===== config.mk =====
export PLATFORM = sky130hd
export DESIGN_NAME = instr_fetch_responder
export DESIGN_NICKNAME = d
export VERILOG_FILES = /design/src/rtl/instr_fetch_responder.sv
export SDC_FILE = /design/constraint.sdc
export NUM_CORES = 1
export LEC_CHECK = 0
export CORE_MARGIN = 2
export CORE_UTILIZATION = 63
export CTS_BUF_LIST = sky130_fd_sc_hd__clkbuf_8
export DETAILED_ROUTE_END_ITERATION = 10
export GPL_TIMING_DRIVEN = 0
export PLACE_DENSITY_LB_ADDON = 0.15
export SLEW_MARGIN = 10
export SYNTH_ARGS = -nofsm -noshare
export SYNTH_HDL_FRONTEND = slang
export SYNTH_SLANG_ARGS = --single-unit

===== constraint.sdc =====
create_clock -name clk -period 13.9 [get_ports clk]
set_input_delay 4.17 -clock clk [delete_from_list [all_inputs] [get_ports clk]]
set_output_delay 4.17 -clock clk [all_outputs]
set_load 0.02 [all_outputs]

===== src/rtl/instr_fetch_responder.sv =====
// rtl/instr_fetch_responder.sv - fetch read port responder with a direct-mapped line buffer
// Hits answer combinationally; misses stall fetch and fill one entry in two 32-bit bus beats.
module instr_fetch_responder #(
  parameter int          ENTRIES   = 2,
  parameter int          MEM_AW    = 32,
  parameter logic [63:0] INSTR_NOP = 64'h0000_0000_0000_0013
) (
  input  logic              clk,
  input  logic              rst_n,
  input  logic              instr_read_in,
  input  logic [63:0]       instr_address_in,
  input  logic              flush_in,
  output logic [63:0]       instr_read_value_out,
  output logic              stall_out,
  output logic              mem_req_out,
  output logic [MEM_AW-1:0] mem_addr_out,
  input  logic              mem_ack_in,
  input  logic [31:0]       mem_rdata_in
);

  localparam int IDX_W  = (ENTRIES > 1) ? $clog2(ENTRIES) : 1;
  localparam int LINE_W = 61;

  typedef enum logic [1:0] {IDLE, REQ_LO, REQ_HI} state_t;

  state_t              state_q, state_d;
  logic [LINE_W-1:0]   fill_line_q, fill_line_d;
  logic [31:0]         lo_word_q, lo_word_d;
  logic                discard_q, discard_d;
  logic                mem_req_q, mem_req_d;
  logic [MEM_AW-1:0]   mem_addr_q, mem_addr_d;
  logic [ENTRIES-1:0]  valid_q, valid_d;
  logic [LINE_W-1:0]   tag_q  [ENTRIES];
  logic [LINE_W-1:0]   tag_d  [ENTRIES];
  logic [63:0]         data_q [ENTRIES];
  logic [63:0]         data_d [ENTRIES];

  logic [LINE_W-1:0]   req_line;
  logic [IDX_W-1:0]    req_idx;
  logic [IDX_W-1:0]    fill_idx;
  logic                hit;

  function automatic logic [IDX_W-1:0] line_idx(input logic [LINE_W-1:0] line);
    if (ENTRIES > 1) return line[IDX_W-1:0];
    else             return '0;
  endfunction

  // The whole line address is kept as the tag; the index bits inside it always match.
  assign req_line = instr_address_in[63:3];
  assign req_idx  = line_idx(req_line);
  assign fill_idx = line_idx(fill_line_q);
  assign hit      = valid_q[req_idx] && (tag_q[req_idx] == req_line);

  assign stall_out            = (state_q != IDLE) || (instr_read_in && !hit);
  assign instr_read_value_out = (instr_read_in && hit) ? data_q[req_idx] : INSTR_NOP;
  assign mem_req_out          = mem_req_q;
  assign mem_addr_out         = mem_addr_q;

  always_comb begin
    state_d     = state_q;
    fill_line_d = fill_line_q;
    lo_word_d   = lo_word_q;
    discard_d   = discard_q;
    mem_req_d   = mem_req_q;
    mem_addr_d  = mem_addr_q;
    valid_d     = valid_q;
    tag_d       = tag_q;
    data_d      = data_q;

    case (state_q)
      IDLE: begin
        if (instr_read_in && !hit && !flush_in) begin
          state_d     = REQ_LO;
          fill_line_d = req_line;
          mem_req_d   = 1'b1;
          mem_addr_d  = {req_line[MEM_AW-4:0], 3'b000};
        end
      end
      REQ_LO: begin
        if (flush_in) discard_d = 1'b1;
        if (mem_ack_in) begin
          lo_word_d  = mem_rdata_in;
          state_d    = REQ_HI;
          mem_addr_d = {fill_line_q[MEM_AW-4:0], 3'b100};
        end
      end
      REQ_HI: begin
        if (mem_ack_in) begin
          data_d[fill_idx]  = {mem_rdata_in, lo_word_q};
          tag_d[fill_idx]   = fill_line_q;
          valid_d[fill_idx] = !(discard_q || flush_in);
          state_d           = IDLE;
          mem_req_d         = 1'b0;
          mem_addr_d        = '0;
          discard_d         = 1'b0;
        end else if (flush_in) begin
          discard_d = 1'b1;
        end
      end
      default: state_d = IDLE;
    endcase

    // Flush wins over any fill write landing on the same edge.
    if (flush_in) valid_d = '0;
  end

  always_ff @(posedge clk or negedge rst_n) begin
    if (!rst_n) begin
      state_q     <= IDLE;
      fill_line_q <= '0;
      lo_word_q   <= '0;
      discard_q   <= 1'b0;
      mem_req_q   <= 1'b0;
      mem_addr_q  <= '0;
      valid_q     <= '0;
      for (int i = 0; i < ENTRIES; i++) begin
        tag_q[i]  <= '0;
        data_q[i] <= '0;
      end
    end else begin
      state_q     <= state_d;
      fill_line_q <= fill_line_d;
      lo_word_q   <= lo_word_d;
      discard_q   <= discard_d;
      mem_req_q   <= mem_req_d;
      mem_addr_q  <= mem_addr_d;
      valid_q     <= valid_d;
      for (int i = 0; i < ENTRIES; i++) begin
        tag_q[i]  <= tag_d[i];
        data_q[i] <= data_d[i];
      end
    end
  end

endmodule

==> results of run 1 <==
[logic make-up after synthesis]
logic type,count (synthesis)
multiplexers,492
other,1
AO/OA/AOI/OAI,74
buffers and inverters,107
flip-flops,379
XOR/XNOR,44
adder cells (fa/ha/maj),5
AND/OR/NAND/NOR,160
[flip-flops by register name (all words and copies together) (netlist names)]
name / cells
fill_line_q: 61
data_q: 128
tag_q: 122
discard_q: 1
valid_q: 2
state_q: 2
mem_req_out: 1
lo_word_q: 32
mem_addr_out: 30
[layer usage]
metal / up-vias / wire [um] / GRT usage
met5: - / 11 / 0
met3: 77 / 2302 / 0.06430
met1: 5738 / 16930 / 0.3745
met4: 2 / 1054 / 0.09783
met2: 315 / 20150 / 0.4968
li1: 5045 / - / -
[per-stage QoR]
| stage | hold slack (ns) | worst slack, ns |
|---|---|---|
| 2_1_floorplan | 0.4354 | 2.980 |
| 4_1_cts | 0.4869 | 1.893 |
| 6_report | 0.4837 | 1.825 |
| 3_3_place_gp | 0.4525 | -7.470 |
| 5_1_grt | 0.5108 | 1.628 |
| 3_5_place_dp | 0.4683 | 1.963 |
[final timing paths]
| path | from | cells past startpoint | end | slack [ns] |
|---|---|---|---|---|
| worst max-delay path | instr_address_in[3] | 13 | instr_read_value_out[2] | 1.82 |
| worst min-delay path | tag_q[61] | 1 | tag_q[61] | 0.48 |
| worst max register to register | tag_q[3] | 8 | mem_addr_out[3] | 10.67 |
| worst min register to register | tag_q[61] | 1 | tag_q[61] | 0.48 |
| max in group asynchronous | rst_n | 3 | data_q[108] | 9.03 |
| min in group asynchronous | rst_n | 1 | tag_q[68] | 3.51 |
[area by class of cell]
type | count | area share
flip-flops and latches | 379 | 0.4559
multi-input cells | 777 | 0.3413
repair buffers | 195 | 0.09659
clock buffers | 79 | 0.05226
well taps | 341 | 0.02051
plain buffers | 75 | 0.01901
clock inverters | 35 | 0.008661
inverters | 32 | 0.005774
[cells in the final DEF (no fill, tap or decap), drive strengths merged, types with 2 or more instances in the layout]
cell / n
a211o: 3
a21oi: 4
a221oi: 3
a22o: 4
a22oi: 4
a2bb2oi: 2
buf: 33
clkbuf: 125
clkdlybuf4s50: 191
clkinv: 6
clkinvlp: 2
conb: 2
dfrtp: 379
ha: 5
inv: 58
mux2: 373
mux2i: 119
nand2: 7
nand2b: 3
nand3: 31
nand4: 8
nor2: 71
nor2b: 3
nor3: 3
nor4: 26
o211ai: 3
o21ai: 33
o22ai: 11
o2bb2ai: 2
or4: 2
xnor2: 44
[where the power goes]
part / internal, mW / total (mW) / switching [mW]
clock: 0.527 / 0.961 / 0.434
combinational: 0.779 / 1.43 / 0.655
sequential: 1.65 / 1.96 / 0.314
total: 2.95 / 4.35 / 1.40
[critical path: stages]
cell             delay [ns]
buf_6                  0.11
buf_6                  0.20
buf_6                  0.23
mux2i_2                0.39
o22ai_1                0.16
nor4_1                 0.23
nand4_1                0.12
or4_1                  0.40
or4_1                  0.57
buf_4                  0.23
buf_6                  0.16
nor2_1                 0.25
clkdlybuf4s50_1        0.66
==> run summary, run 1 <==
drt drc: 0
initial antenna violation count: 1
area of the mapped netlist: 17100 sq um
syn avg cell area: 13.55 sq um
Worst-Margin Slew: 1.011 ns
Final period util: 0.8687
post-synthesis mux area share: 0.3156
Hold Fails Final Rpt: 0
clock buffer depth: 3
placed cell areas: 19540 sq um
Final min period: 12.08 ns
Post-Synth XOR/XNOR Area: 0.02254
vias in the first global route: 11870
fin area: 20800 sq um
placer congestion estimate: 0.9394
post-route ant nets: 0
# H-tree levels: 2
Synth async-reset ratio: 1.000
DR WL/cell: 21.15 um
clock slew at reported path FFs: 0.06 ns
CTS Hold Bufs: 0
DIE AREA: 28470 sq um
Power Dens Cells: 209.3 nW/um^2
filler instances: 1754
Critical Path Start Type: input pin
core area: 26800 sq um
adder-cell share of the synthesized area: 0.003659
complex-gate fraction of the synthesized area: 0.02759
hpwl dp: 28580 um
setup-violating endpoint count in the final report: 0
Clock Sink Count: 379
pin count of the biggest net entering global routing: 116
post-synth cell types: 44
yosys warns: 0
Root Driver: clkbuf_8
overflow left after global routing: 0
worst-path maximum fanout: 10
Rows: 60
final cell count without fillers: 1913
critical path class: in -> out
leakage power: 9.257 nW
Initial Utilization: 0.6379
Fin Clk Skew: 0.03443 ns
Die Y-Extent: 168.7 um
cell count after synthesis: 1262
VDD IR max: 0.0001224 V
layout cells sized above 1: 0.3136
cts bufs inserted: 61
#FFs+latches synth: 379
area of the multi-input gates: 7101 sq um
total negative slack: 0 ns
vias per inst: 5.843
Final Max Tran Viols: 0
worst skew pair latency: 0.61 ns
Max-Cap Viols: 0
Max Freq: 82.82 MHz
CP Capture Type: output port
Synth area leader: dfrtp_1
Area Overhead vs Synth: 21.68%
postcts setup bufs: 0
Ports: 199
sequential fraction of the synthesis area: 0.5547
commonest cells in the netlist: 379 x dfrtp_1, 373 x mux2_2, 118 x mux2i_1, 71 x nor2_1, 46 x clkbuf_1
ys flop type: dfrtp_1
total iterations of the first detailed-routing run: 5
count leader, synth: dfrtp_1
number of cells upsized or downsized after cts: 0
routed wire length: 40450 um
CTS tree: yes
via count: 11180
PortBufs: 192
main combinational cell family by area after synthesis: multiplexers
status: finished clean
fin util: 0.7762
die span in x: 168.7 um
post-synthesis simple-gate area fraction: 0.04552
Worst Path Required: 9.73 ns
RSZ-0062 raised after global routing: no
top cells by area, synth: dfrtp_1 55%, mux2_2 25%, mux2i_1 6.9%
Final Power: 4.354 mW
worst relative slew slack: 0.3260
Global Route Usage Sum: 0.2921
Post-synth EDFFs: 0
DRT iter0 DRCs: 715
Arr. time, crit path: 7.91 ns
first-pass GRT wire length: 64560 um
Hold Crit Class: reg -> reg
top cell type's share of synthesized area: 0.5547
Ant. Diodes: 0
Inst Count DP: 1799
NumNets Final: 1627
sequential cell area: 9484 sq um
No activity file was read; power rests on OpenSTA's default activity.
==> inputs of run 2 (changes only) <==
ABC_CLOCK_PERIOD_IN_PS = 13900   (was default)
==> results of run 2 <==
The final DEF is identical to that of run 1; final timing and power are the same.
